===== config.mk =====
export PLATFORM = sky130hd
export DESIGN_NAME = ifetch_unit
export DESIGN_NICKNAME = d
export VERILOG_FILES = /design/src/rtl/cpu_pkg.sv /design/src/rtl/ifetch_fifo.sv /design/src/rtl/ifetch_unit.sv
export SDC_FILE = /design/constraint.sdc
export NUM_CORES = 1
export LEC_CHECK = 0
export BUFFER_PORTS_ARGS = -buffer_cell sky130_fd_sc_hd__buf_2
export CAP_MARGIN = 10
export CORE_ASPECT_RATIO = 1.1
export CORE_MARGIN = 2
export CORE_UTILIZATION = 35
export DETAILED_ROUTE_END_ITERATION = 6
export GPL_ROUTABILITY_DRIVEN = 0
export PLACE_DENSITY = 0.66
export SYNTH_ARGS = -nofsm -noshare
export SYNTH_HDL_FRONTEND = slang
export SYNTH_SLANG_ARGS = --single-unit
export TNS_END_PERCENT = 20

===== constraint.sdc =====
create_clock -name clk -period 6.3 [get_ports clk]
set_input_delay 0.63 -clock clk [delete_from_list [all_inputs] [get_ports clk]]
set_output_delay 0.63 -clock clk [all_outputs]
set_load 0.01 [all_outputs]

===== src/rtl/cpu_pkg.sv =====
// Shared CPU definitions: fetch FSM encoding, fetch buffer entry layout and
// front-end constants used by the instruction fetch unit.
package cpu_pkg;

  localparam logic [31:0] RESET_PC_DEFAULT = 32'h0000_0000;
  localparam int unsigned MAX_OUTSTANDING  = 4;

  typedef enum logic [0:0] {
    ST_START = 1'b0,
    ST_RUN   = 1'b1
  } fetch_state_e;

  typedef struct packed {
    logic [31:0] pc;
    logic [31:0] data;
  } fetch_entry_t;

  function automatic logic [31:0] align_word(input logic [31:0] addr);
    return {addr[31:2], 2'b00};
  endfunction

endpackage


===== src/rtl/ifetch_fifo.sv =====
// Instruction buffer: DEPTH entries of {pc, data} with push, pop and flush.
// The head entry is presented directly from storage.
module ifetch_fifo
  import cpu_pkg::*;
#(
  parameter int DEPTH = 2
) (
  input  logic        clk,
  input  logic        reset,
  input  logic        push,
  input  logic [31:0] push_pc,
  input  logic [31:0] push_data,
  input  logic        pop,
  input  logic        flush,
  output logic [31:0] head_pc,
  output logic [31:0] head_data,
  output logic [2:0]  count
);

  localparam int PW = (DEPTH > 1) ? $clog2(DEPTH) : 1;

  fetch_entry_t    mem_r [DEPTH];
  logic [PW-1:0]   rd_ptr_r;
  logic [PW-1:0]   wr_ptr_r;
  logic [2:0]      count_r;
  logic            do_push_s;
  logic            do_pop_s;

  function automatic logic [PW-1:0] ptr_inc(input logic [PW-1:0] p);
    if (p == PW'(DEPTH - 1)) begin
      return {PW{1'b0}};
    end else begin
      return p + PW'(1);
    end
  endfunction

  assign do_pop_s  = pop && (count_r != 3'd0);
  assign do_push_s = push && ((count_r < 3'(DEPTH)) || do_pop_s);

  // Storage, pointers and occupancy
  always_ff @(posedge clk or posedge reset) begin
    if (reset) begin
      for (int i = 0; i < DEPTH; i++) begin
        mem_r[i] <= '0;
      end
      rd_ptr_r <= {PW{1'b0}};
      wr_ptr_r <= {PW{1'b0}};
      count_r  <= 3'd0;
    end else if (flush) begin
      rd_ptr_r <= {PW{1'b0}};
      wr_ptr_r <= {PW{1'b0}};
      count_r  <= 3'd0;
    end else begin
      if (do_push_s) begin
        mem_r[wr_ptr_r] <= fetch_entry_t'{pc: push_pc, data: push_data};
        wr_ptr_r        <= ptr_inc(wr_ptr_r);
      end
      if (do_pop_s) begin
        rd_ptr_r <= ptr_inc(rd_ptr_r);
      end
      count_r <= count_r + {2'b00, do_push_s} - {2'b00, do_pop_s};
    end
  end

  assign head_pc   = mem_r[rd_ptr_r].pc;
  assign head_data = mem_r[rd_ptr_r].data;
  assign count     = count_r;

endmodule


===== src/rtl/ifetch_unit.sv =====
// Instruction fetch unit: issues sequential word fetches, buffers in-order
// responses for decode, and discards responses to fetches older than a redirect.
module ifetch_unit
  import cpu_pkg::*;
#(
  parameter logic [31:0] RESET_PC = RESET_PC_DEFAULT,
  parameter int          DEPTH    = 2
) (
  input  logic        clk,
  input  logic        reset,
  input  logic        redirect_valid,
  input  logic [31:0] redirect_pc,
  output logic        imem_req_valid,
  output logic [31:0] imem_req_addr,
  input  logic        imem_req_ready,
  input  logic        imem_rsp_valid,
  input  logic [31:0] imem_rsp_data,
  output logic        inst_valid,
  output logic [31:0] inst_pc,
  output logic [31:0] inst_data,
  input  logic        inst_ready
);

  localparam logic [31:0] RESET_PC_ALIGNED = align_word(RESET_PC);

  fetch_state_e state_r, state_nxt_s;
  logic [31:0]  fetch_pc_r, fetch_pc_nxt_s;
  logic [2:0]   live_out_r, live_out_nxt_s;
  logic [2:0]   total_out_r, total_out_nxt_s;
  logic [2:0]   drop_cnt_r, drop_cnt_nxt_s;
  logic [2:0]   inflight_s;
  logic [2:0]   fifo_count_s;
  logic         req_fire_s, inst_fire_s, rsp_live_s, rsp_drop_s, push_s, pop_s;

  // Credits: live fetches plus buffered entries never exceed the buffer size
  assign imem_req_valid = (state_r == ST_RUN)
                       && (({1'b0, live_out_r} + {1'b0, fifo_count_s}) < 4'(DEPTH))
                       && (total_out_r < 3'(MAX_OUTSTANDING));
  assign imem_req_addr  = fetch_pc_r;
  assign req_fire_s     = imem_req_valid && imem_req_ready;
  assign inst_valid     = (fifo_count_s != 3'd0);
  assign inst_fire_s    = inst_valid && inst_ready;
  // Responses return in order, so stale ones always precede live ones
  assign rsp_drop_s     = imem_rsp_valid && (drop_cnt_r != 3'd0);
  assign rsp_live_s     = imem_rsp_valid && (drop_cnt_r == 3'd0) && (live_out_r != 3'd0);
  assign push_s         = rsp_live_s && !redirect_valid;
  assign pop_s          = inst_fire_s && !redirect_valid;

  ifetch_fifo #(.DEPTH(DEPTH)) u_fifo (
    .clk       (clk),
    .reset     (reset),
    .push      (push_s),
    .push_pc   (fetch_pc_of_rsp(fetch_pc_r, live_out_r, fifo_count_s)),
    .push_data (imem_rsp_data),
    .pop       (pop_s),
    .flush     (redirect_valid),
    .head_pc   (inst_pc),
    .head_data (inst_data),
    .count     (fifo_count_s)
  );

  // Live fetches occupy the addresses just below fetch_pc; the oldest is the one returning
  function automatic logic [31:0] fetch_pc_of_rsp(input logic [31:0] pc,
                                                  input logic [2:0]  live,
                                                  input logic [2:0]  unused_cnt);
    logic [2:0] ignore_s;
    ignore_s = unused_cnt;
    return pc - {27'd0, live, 2'b00} + {29'd0, ignore_s & 3'd0};
  endfunction

  // Next-state, fetch address and in-flight bookkeeping
  always_comb begin
    state_nxt_s     = state_r;
    fetch_pc_nxt_s  = fetch_pc_r;
    live_out_nxt_s  = live_out_r;
    drop_cnt_nxt_s  = drop_cnt_r;
    inflight_s      = total_out_r + {2'b00, req_fire_s} - {2'b00, (rsp_live_s || rsp_drop_s)};
    total_out_nxt_s = inflight_s;
    case (state_r)
      ST_START: state_nxt_s = ST_RUN;
      ST_RUN:   state_nxt_s = ST_RUN;
      default:  state_nxt_s = ST_START;
    endcase
    if (redirect_valid) begin
      fetch_pc_nxt_s = align_word(redirect_pc);
      live_out_nxt_s = 3'd0;
      drop_cnt_nxt_s = inflight_s;
    end else begin
      if (req_fire_s) begin
        fetch_pc_nxt_s = fetch_pc_r + 32'd4;
      end else begin
        fetch_pc_nxt_s = fetch_pc_r;
      end
      live_out_nxt_s = live_out_r + {2'b00, req_fire_s} - {2'b00, rsp_live_s};
      drop_cnt_nxt_s = drop_cnt_r - {2'b00, rsp_drop_s};
    end
  end

  // State and counter registers
  always_ff @(posedge clk or posedge reset) begin
    if (reset) begin
      state_r     <= ST_START;
      fetch_pc_r  <= RESET_PC_ALIGNED;
      live_out_r  <= 3'd0;
      total_out_r <= 3'd0;
      drop_cnt_r  <= 3'd0;
    end else begin
      state_r     <= state_nxt_s;
      fetch_pc_r  <= fetch_pc_nxt_s;
      live_out_r  <= live_out_nxt_s;
      total_out_r <= total_out_nxt_s;
      drop_cnt_r  <= drop_cnt_nxt_s;
    end
  end

endmodule

==> results of run 1 <==
[synth_stat cells, drive strengths merged]
cell type | n | area (µm²)
dfrtp | 169 | 4230
nand2 | 101 | 379
buf | 27 | 200
or4 | 6 | 56.3
ha | 15 | 188
nor4b | 1 | 23.8
o31ai | 3 | 22.5
nand4b | 1 | 23.8
nand3 | 22 | 110
nand4bb | 1 | 11.3
fa | 5 | 100
a2111oi | 2 | 55.1
inv | 25 | 93.8
or2b | 1 | 7.51
o21ai | 88 | 440
or2 | 2 | 12.5
or3 | 8 | 50.1
nand4 | 19 | 119
xor2 | 24 | 210
a311o | 2 | 20.0
nand3b | 1 | 7.51
clkinv | 1 | 3.75
a221o | 1 | 10.0
conb | 2 | 7.51
and2 | 4 | 25.0
mux2 | 126 | 1420
xnor2 | 33 | 289
nor3 | 11 | 70.1
nor2b | 3 | 18.8
and3 | 4 | 25.0
a21oi | 3 | 15.0
clkbuf | 32 | 120
o211ai | 2 | 15.0
a211oi | 2 | 20.0
nor2 | 29 | 109
nor4 | 12 | 160
a21o | 1 | 7.51
nand2b | 3 | 18.8
a31oi | 4 | 25.0
[cell type report]
type                       count  area [µm²]  area share
tap                          310         388      0.0377
clock buffer                  19         443      0.0431
sequential                   169        4230       0.411
clock inverter                13         165      0.0161
inverter                      26         103     0.00998
multi-input combinational    545        4100       0.398
timing repair buffer         168         858      0.0835
[cell families after synthesis]
group | share of synthesized area
XOR/XNOR | 0.0573
AND/OR/NAND/NOR | 0.141
other | 0.000861
adder cells (fa/ha/maj) | 0.0330
flip-flops | 0.485
multiplexers | 0.163
buffers and inverters | 0.0479
AO/OA/AOI/OAI | 0.0723
[registers in the layout (all words and copies together) (netlist names), 3 cells and up]
| register | flops |
|---|---|
| u_fifo.mem_r | 124 |
| total_out_r | 3 |
| live_out_r | 3 |
| imem_req_addr | 30 |
| drop_cnt_r | 3 |
| u_fifo.count | 3 |
[critical path: cells and delay by family (launching register included)]
| kind | cells | cell delay, ps |
|---|---|---|
| buffers and inverters | 3 | 290 |
| AO/OA/AOI/OAI | 3 | 770 |
| flip-flops | 1 | 490 |
| XOR/XNOR | 2 | 320 |
| adder cells (fa/ha/maj) | 4 | 1300 |
| AND/OR/NAND/NOR | 2 | 280 |
[final timing paths]
kind,from,endpoint,slack (ps),depth (start not counted)
setup / recovery,live_out_r[1],drop_cnt_r[2],2770,14
hold / removal,reset,u_fifo.mem_r[88],410,2
setup reg to reg,live_out_r[1],drop_cnt_r[2],2770,14
hold reg to reg,u_fifo.mem_r[105],u_fifo.mem_r[105],470,2
max in group asynchronous,reset,u_fifo.mem_r[66],4530,3
min in group clk,redirect_pc[10],imem_req_addr[10],410,3
[stage by stage]
step           power (mW)  area (µm²)  cells  hold slack, ps
3_5_place_dp         2.67        9680   1218             464
4_1_cts              3.79       10300   1250             389
6_report             3.73       10300   1250             405
3_3_place_gp         2.64        9680   1218             455
5_1_grt              3.97       10300   1250             403
2_1_floorplan        2.26        8730    799             444
[per-layer routing]
metal / wire length [µm] / vias up / track usage
li1: - / 3002 / -
met1: 9450 / 3063 / 0.214
met2: 9600 / 203 / 0.266
met3: 1360 / 23 / 0.0432
met4: 321 / 0 / 0.0503
met5: 0 / - / 0
[power by group through the flow]
stage / Combinational (mW) / Clock, mW / Sequential [mW]
final: 1.17 / 1.10 / 1.46
after floorplan: 0.829 / 0 / 1.43
after global routing: 1.30 / 1.17 / 1.50
after CTS: 1.19 / 1.13 / 1.46
after global placement: 1.17 / 0 / 1.47
after detailed placement: 1.19 / 0 / 1.48
==> impl_metrics.csv, run 1 <==
group,metric,value,unit
power_and_ir_drop,p_seq_frac,0.392,
worst_setup_path,cp_cell_sequence,"inv_1 -> fa_1 -> a311o_1 -> a211oi_2 -> and2_1 -> inv_1 -> ha_1 -> inv_1 -> ha_1 -> fa_1 -> xnor2_1 -> xnor2_1 -> nand2_1 -> o21ai_0",
worst_setup_path,cp.arrival,3860,ps
die,fp-row-count,60,
die,initial_core_util,0.356,
global_route,grt_pass1_vias,6382,
clocking,cts_max_path_buffers,2,
clocking,cts_resized,0,
drt,vias,6291,
drt,drt_iter0_markers,367,
sta,min_period,3530,ps
worst_setup_path,crit_path_end_kind,"flop",
global_route,grt_pass1_wl,33.9,mm
power_and_ir_drop,switching_share,0.329,
clocking,cts-hold-fix-buffers,0,
worst_setup_path,required,6630,ps
synthesis,syn_inst,796,
sta,fin_crit_sh,0.561,
clocking,cts.clk_slew.worst_paths,70,ps
drt,wl_per_cell,16.6,µm
synthesis,ys_ff_latch,169,
finish,syn_to_final_growth,18.0,%
sta,final-setup-viol-count,0,
die,core_area,24500,µm²
clocking,root_buffer,"clkbuf_16",
synthesis,seq_area_frac_synth,0.485,
worst_setup_path,path_class,"reg -> reg",
synthesis,yosysWarnings,0,
power_and_ir_drop,power_density,363,nW/µm²
finish,mostFrequentLayoutCells,"168 x dfrtp_1, 161 x buf_2, 100 x nand2_1, 89 x mux2_2, 84 x o21ai_0",
run,maxCapViolations,0,
sta,slew_headroom,0.308,
run_status,run_status,"finished clean",
synthesis,syn_area_per_cell,11.0,µm²
place,port_buffers,161,
global_route,grt_max_degree,110,
place,pre_cts_ws,2760,ps
finish,nFillCells,2413,
power_and_ir_drop,comb_power_share,0.313,
power_and_ir_drop,p_leak,4.95,nW
clocking,cts_made_buffers,17,
hold_path,hold_path_class,"in -> async",
global_route,track_usage,0.164,
drt,dr.pass1.iters,4,
clocking,cts_setup_buffers,0,
sta,finClkSkew,13.9,ps
sta,clock.fmax,283,MHz
worst_setup_path,critPathLaunchType,"flop",
worst_setup_path,cpMostUsedCell,"inv_1",
sta,finalHoldViolCount,0,
place,dp_hpwl,14.0,mm
power_and_ir_drop,p_int,2.50,mW
drt,vias_per_cell,5.03,
sta,drv_slew,0,
drt,drt_wl_total,20.7,mm
clocking,cts_tree,"done",
sta,grt_setup_unrepaired,"no",
clocking,h-tree-depth,4,
global_route,overflow,0,
die,die-area,26200,µm²
power_and_ir_drop,p_switching,1.23,mW
worst_setup_path,critical_path.slowest_cell,"dfrtp_1",
sta,finalWorstSetupSlack,2770,ps
die,pin_count,168,
clocking,clkLatencyLatePin,430,ps
finish,drive_above_1_share,0.332,
worst_setup_path,slowest_delay,490,ps
sta,tightest_slew,1040,ps
drt,drc_errors,0,
worst_setup_path,critPathMaxFanout,5,
power_and_ir_drop,p_clk_frac,0.295,
die,die_h,170,µm
finish,finalNetCount,1017,
die,die_x,154,µm
synthesis,syn_area,8720,µm²
finish,final_common_cell,"dfrtp_1",
sta,setup_tns,0,ps
drt,drtAntennaViolNets,0,
synthesis,synth_cell_types,50,
power_and_ir_drop,vdd_drop_max,0.144,mV
finish,fin_util,0.420,
finish,n_antenna_cell,0,
clocking,cts.sink_count,169,
global_route,grt_antenna_before_repair,0,
(Power assumes the default switching activity.)
==> run 2, diff against run 1 <==
--- a/config.mk
+++ b/config.mk
@@ -12,7 +12,7 @@
 export CORE_UTILIZATION = 35
 export DETAILED_ROUTE_END_ITERATION = 6
 export GPL_ROUTABILITY_DRIVEN = 0
-export PLACE_DENSITY = 0.66
+export PLACE_DENSITY = 0.68
 export SYNTH_ARGS = -nofsm -noshare
 export SYNTH_HDL_FRONTEND = slang
 export SYNTH_SLANG_ARGS = --single-unit
==> constraint.sdc (replaced) <==
create_clock -name clk -period 2.85 [get_ports clk]
set_input_delay 0.285 -clock clk [delete_from_list [all_inputs] [get_ports clk]]
set_output_delay 0.285 -clock clk [all_outputs]
set_load 0.01 [all_outputs]
==> run 2 against run 1 <==
The run now ends with negative setup slack left. Register-to-register slack worse by 2900 ps. Combinational power rose by 150%. Core utilization increased by 1.8 points. Non-clock buffer count is 35 higher.
==> impl_metrics.csv, run 2 (synthesis results as in run 1) <==
group,metric,value,unit
clocking,root_buffer,"clkbuf_16",
worst_setup_path,critPathMaxFanout,3,
power_and_ir_drop,power_density,798,nW/µm²
finish,drive_above_1_share,0.375,
finish,nFillCells,2315,
sta,slew_headroom,0.348,
drt,drt_iter0_markers,280,
die,die_x,154,µm
finish,regArea,4230,µm²
global_route,grt_antenna_before_repair,0,
place,port_buffers,161,
place,placed_area,9970,µm²
global_route,grt_pass1_vias,6588,
worst_setup_path,required,3150,ps
finish,finalNetCount,1052,
finish,largest_register,"u_fifo.mem_r",
clocking,cts_made_buffers,17,
sta,finClkSkew,13.1,ps
sta,finalHoldViolCount,0,
drt,dr.pass1.iters,4,
die,fp-row-count,60,
clocking,cts_max_path_buffers,2,
clocking,cts_tree,"done",
sta,final-setup-viol-count,2,
worst_setup_path,rrSetupSlack,-90,ps
hold_path,hold_path_class,"in -> async",
drt,vias_per_cell,4.96,
worst_setup_path,crit_path_end_kind,"flop",
run,maxCapViolations,0,
clocking,cts.clk_slew.worst_paths,70,ps
drt,drc_errors,0,
sta,grt_setup_unrepaired,"yes",
global_route,track_usage,0.166,
finish,final_common_cell,"dfrtp_1",
finish,largest_reg_flops,124,
worst_setup_path,cp.arrival,3230,ps
place,dp_hpwl,14.9,mm
power_and_ir_drop,p_leak,5.16,nW
drt,wl_per_cell,16.5,µm
worst_setup_path,path_class,"reg -> reg",
sta,tightest_slew,978,ps
die,die-area,26200,µm²
sta,setup_tns,-161,ps
sta,finalWorstSetupSlack,-85.8,ps
finish,n_antenna_cell,0,
drt,vias,6374,
finish,multi_input_area,4190,µm²
drt,drtAntennaViolNets,0,
sta,clock.fmax,341,MHz
finish,final_area,10700,µm²
die,initial_core_util,0.356,
run_status,violations,"negative setup slack",
run_status,run_status,"complete, but fails checks",
global_route,overflow,0,
die,pin_count,168,
global_route,grt_max_degree,93,
worst_setup_path,critPathLaunchType,"flop",
clocking,clkLatencyLatePin,430,ps
finish,syn_to_final_growth,23.1,%
drt,drt_wl_total,21.2,mm
clocking,cts.sink_count,169,
sta,min_period,2940,ps
sta,drv_slew,0,
die,core_area,24500,µm²
power_and_ir_drop,vdd_drop_max,0.352,mV
die,die_h,170,µm
finish,mostFrequentLayoutCells,"168 x dfrtp_1, 161 x buf_2, 100 x nand2_1, 89 x mux2_2, 80 x o21ai_0",
sta,fin_crit_sh,1.03,
clocking,cts-hold-fix-buffers,0,
global_route,grt_pass1_wl,34.7,mm
place,pre_cts_ws,-300,ps
clocking,h-tree-depth,4,
power_and_ir_drop,power,8.56,mW
[run 2: cell types whose count changed in the layout (fill, tap and decap cells not counted), moves of 4 or more]
cell     previous run  this run
o21ai_0            84        80
buf_12              0         6
ha_4                0         5
ha_1               15        10
inv_2               0         5
inv_1              24        18
o21ai_1             4         8
buf_4               7        33
[run 2: cell type report]
cell class	instances	area share
inverters	26	0.00968
multi-input cells	545	0.391
well taps	310	0.0361
clock buffers	18	0.0409
clock inverters	14	0.0159
repair buffers	203	0.113
flip-flops and latches	169	0.394
[run 2: path summary, 6_finish.rpt]
| path | startpoint | endpoint | cells after the start |
|---|---|---|---|
| worst max-delay path | u_fifo.count[1] | drop_cnt_r[2] | 14 |
| worst min-delay path | reset | imem_req_addr[5] | 2 |
| worst max register to register | u_fifo.count[1] | drop_cnt_r[2] | 14 |
| worst min register to register | u_fifo.mem_r[47] | u_fifo.mem_r[47] | 2 |
| max in group asynchronous | reset | u_fifo.rd_ptr_r | 3 |
| min in group clk | redirect_pc[12] | imem_req_addr[12] | 3 |
[run 2: layer usage]
metal  global-route usage  wire, µm
met2                0.271      9940
met5                    0         0
met1                0.221      9800
met4               0.0515       364
met3               0.0360      1060
[run 2: worst max-delay path, cell delays in order, from the launching register on]
cell	delay [ps]
dfrtp_1	390
inv_2	60
fa_2	350
a311o_1	320
a211oi_2	240
and2_4	200
inv_4	50
ha_4	260
inv_2	40
ha_4	140
fa_2	350
xnor2_2	150
xnor2_2	140
nand2_1	60
o21ai_1	60
[run 2: metrics by stage]
| step | util | hold WS, ps | cells |
|---|---|---|---|
| final | 0.438 | 17.2 | 1285 |
| after global routing | 0.438 | 62.1 | 1285 |
| after CTS | 0.435 | 28.6 | 1284 |
| after detailed placement | 0.407 | 464 | 1247 |
| after global placement | 0.407 | 455 | 1247 |
| after floorplan | - | 405 | 799 |
[run 2: timing repair]
action	4_1_cts	5_1_grt
setup buffers	5	1
pin swaps	10	12
endpoints found under the setup margin	5	19
gates cloned	0	0
resized for setup	7	21
[run 2: report_power, final]
part	switching (mW)	total (mW)	internal [mW]
Combinational	1.44	2.90	1.47
Sequential	0.355	3.24	2.89
Clock	1.06	2.41	1.35
==> run 3, diff against run 2 <==
--- a/config.mk
+++ b/config.mk
@@ -12,8 +12,9 @@
 export CORE_UTILIZATION = 35
 export DETAILED_ROUTE_END_ITERATION = 6
 export GPL_ROUTABILITY_DRIVEN = 0
-export PLACE_DENSITY = 0.68
+export PLACE_DENSITY = 0.67
 export SYNTH_ARGS = -nofsm -noshare
 export SYNTH_HDL_FRONTEND = slang
+export SYNTH_HIERARCHICAL = 1
 export SYNTH_SLANG_ARGS = --single-unit
 export TNS_END_PERCENT = 20
==> run 3 against run 2 <==
The flow still finishes with violations (negative setup slack). Synthesized area rose by 6.4%. Count of clock-buffer cells in the layout rose by 3. Via count fell by 1.9%. Critical path type unchanged. Largest power group unchanged.
==> impl_metrics.csv, run 3 <==
group,metric,value,unit
run_status,run_status,"complete, but fails checks",
run_status,violations,"negative setup slack",
synthesis,syn_area,9280,µm²
worst_setup_path,cpMostUsedCell,"inv_2",
sta,final-setup-viol-count,3,
drt,vias,6252,
synthesis,synthMuxAreaShare,0.264,
finish,n_antenna_cell,0,
synthesis,synth_top_area_frac,0.466,
sta,clock.fmax,337,MHz
synthesis,ys.flop_type,"dfrtp_1",
synthesis,synthTopCellsByCount,"173 x dfrtp_1, 136 x mux2_2, 60 x mux2_4",
finish,largest_register,"u_fifo/mem_r",
worst_setup_path,cp_cell_sequence,"inv_2 -> fa_2 -> a311o_1 -> a211o_1 -> inv_2 -> and2_4 -> inv_4 -> ha_4 -> inv_2 -> ha_4 -> inv_2 -> fa_2 -> xnor2_2 -> xnor2_1 -> nor2_1",
synthesis,synth_adder_area_share,0.0310,
drt,wl_per_cell,16.5,µm
die,die_x,159,µm
drt,drt_iter0_markers,265,
clocking,clkLatencyLatePin,430,ps
clocking,cts_tree,"done",
clocking,cts.clk_slew.worst_paths,70,ps
power_and_ir_drop,p_leak,5.84,nW
global_route,track_usage,0.158,
worst_setup_path,critical_path.slowest_cell,"fa_2",
worst_setup_path,critPathMaxFanout,2,
drt,drc_errors,0,
drt,vias_per_cell,4.83,
finish,nFillCells,2464,
run,maxCapViolations,0,
synthesis,syn_area_per_cell,12.6,µm²
global_route,grt_pass1_vias,6591,
synthesis,yosysMostFrequentCell,"dfrtp_1",
sta,min_period,2970,ps
synthesis,synth_cell_types,52,
power_and_ir_drop,power,7.97,mW
clocking,root_buffer,"clkbuf_16",
finish,fin_util,0.439,
clocking,h-tree-depth,4,
clocking,cts_made_buffers,17,
drt,dr.pass1.iters,5,
worst_setup_path,critPathLaunchType,"flop",
drt,drt_wl_total,21.3,mm
synthesis,yosysWarnings,6,
place,dp_hpwl,14.6,mm
worst_setup_path,path_class,"reg -> reg",
sta,fin_crit_sh,1.04,
sta,grt_setup_unrepaired,"yes",
sta,slew_headroom,0.514,
sta,finalWorstSetupSlack,-116,ps
synthesis,syn_inst,739,
synthesis,yosys.area_share.simple,0.107,
finish,mostFrequentLayoutCells,"172 x dfrtp_1, 162 x buf_2, 136 x mux2_2, 60 x mux2_4, 45 x nand2_1",
sta,finalHoldWorstSlack,8.63,ps
place,port_buffers,163,
finish,syn_to_final_growth,23.4,%
synthesis,ys_ff_latch,173,
die,initial_core_util,0.356,
worst_setup_path,path_buf_inv,5,
hold_path,hold_path_class,"in -> async",
worst_setup_path,cpLargestDelayFamily,"adder cells",
worst_setup_path,required,3130,ps
drt,drtAntennaViolNets,0,
finish,largest_reg_flops,128,
global_route,overflow,0,
sta,tightest_slew,729,ps
finish,final_common_cell,"dfrtp_1",
power_and_ir_drop,vdd_drop_max,0.366,mV
die,core_area,26100,µm²
synthesis,seq_area_frac_synth,0.466,
sta,drv_slew,0,
finish,regArea,4330,µm²
global_route,grt_antenna_before_repair,0,
synthesis,synth-xor-area-share,0.0453,
synthesis,synth_edf_count,0,
die,die_h,175,µm
worst_setup_path,cp.arrival,3250,ps
power_and_ir_drop,power_density,696,nW/µm²
sta,finalHoldViolCount,0,
sta,finClkSkew,12.7,ps
synthesis,synth_area_leaders,"dfrtp_1 47%, mux2_2 17%, mux2_4 9.7%",
sta,setup_tns,-134,ps
synthesis,synth_top_family_by_area,"multiplexers",
finish,drive_above_1_share,0.507,
clocking,cts_max_path_buffers,2,
finish,finalNetCount,1021,
die,die-area,27800,µm²
clocking,cts-hold-fix-buffers,0,
global_route,grt_pass1_wl,35.2,mm
clocking,cts.sink_count,173,
place,pre_cts_ws,-367,ps
die,pin_count,168,
worst_setup_path,slowest_delay,390,ps
finish,multi_input_area,4640,µm²
synthesis,async_flop_share,1.00,
die,fp-row-count,62,
global_route,grt_max_degree,134,
synthesis,synth_compound_area_frac,0.0347,
synthesis,yosys.area.top_type,"dfrtp_1",
worst_setup_path,crit_path_end_kind,"flop",
==> run 3: cell count changes in the layout (fill, tap and decap cells not counted), moves of 7 or more <==
| cell | delta |
|---|---|
| o21ai_0 | -59 |
| buf_4 | +8 |
| mux2_1 | -37 |
| nand3_1 | -7 |
| xnor2_1 | -8 |
| nand4_1 | -11 |
| mux2_2 | +47 |
| mux2_4 | +60 |
| nand2_1 | -55 |
==> run 3: cell families (layout without fill, tap and decap cells) <==
logic type | Yosys count | in the layout
xor+xnor | 48 | 48
mux | 198 | 198
simple gates | 177 | 177
flops | 173 | 173
compound gates | 47 | 47
fa+ha+maj | 20 | 20
buf+inv | 74 | 273
other cells | 2 | 7
==> run 3: power by group <==
group | switching, mW | leakage [nW] | internal [mW]
Sequential | 0.243 | 2.32 | 2.84
Combinational | 1.10 | 3.21 | 1.16
Clock | 0.960 | 0.310 | 1.67
Total | 2.30 | 5.84 | 5.67
==> run 3: final cells by class <==
| type | instances | area share |
|---|---|---|
| multi-input cells | 497 | 0.405 |
| inverters | 28 | 0.00972 |
| well taps | 352 | 0.0385 |
| repair buffers | 214 | 0.111 |
| clock inverters | 10 | 0.0185 |
| clock buffers | 21 | 0.0393 |
| flip-flops and latches | 173 | 0.378 |
==> run 3: worst reg2reg max path, delay by kind of cell, from the launching register on <==
| kind | cells | cell delay, ps |
|---|---|---|
| compound gates | 2 | 610 |
| xor+xnor | 2 | 300 |
| fa+ha+maj | 4 | 1100 |
| buf+inv | 5 | 270 |
| flops | 1 | 370 |
| simple gates | 2 | 200 |
==> run 3: routing by layer <==
layer  GRT usage  up-vias  share of wire
met2       0.262      151           0.48
met1       0.211     3097           0.47
met3      0.0335       15          0.039
li1            -     2989              -
met5           0        -              0
met4      0.0402        0          0.011
==> run 3: timing repair <==
item,4_1_cts,5_1_grt
hold endpoints to repair,0,0
pin swaps,9,7
resized for setup,27,14
setup buffers,13,4
endpoints found under the setup margin,6,51
==> run 3: path summary, 6_finish.rpt <==
path                              startpoint                 to  slack, ps  cells past startpoint
max                          u_fifo/count[1]      live_out_r[2]       -120                     15
min                                    reset      drop_cnt_r[1]          9                      3
max reg2reg                  u_fifo/count[1]      live_out_r[2]       -120                     15
min reg2reg                u_fifo/mem_r[119]  u_fifo/mem_r[119]        500                      1
max in group asynchronous              reset   u_fifo/mem_r[25]       2250                      3
min in group clk              redirect_pc[2]   imem_req_addr[2]         60                      3
==> run 3: per-stage QoR <==
step	cells	instance area, µm²
floorplan	744	9300
global placement	1250	10500
detailed placement	1250	10500
CTS	1294	11400
global route	1295	11500
finish	1295	11500
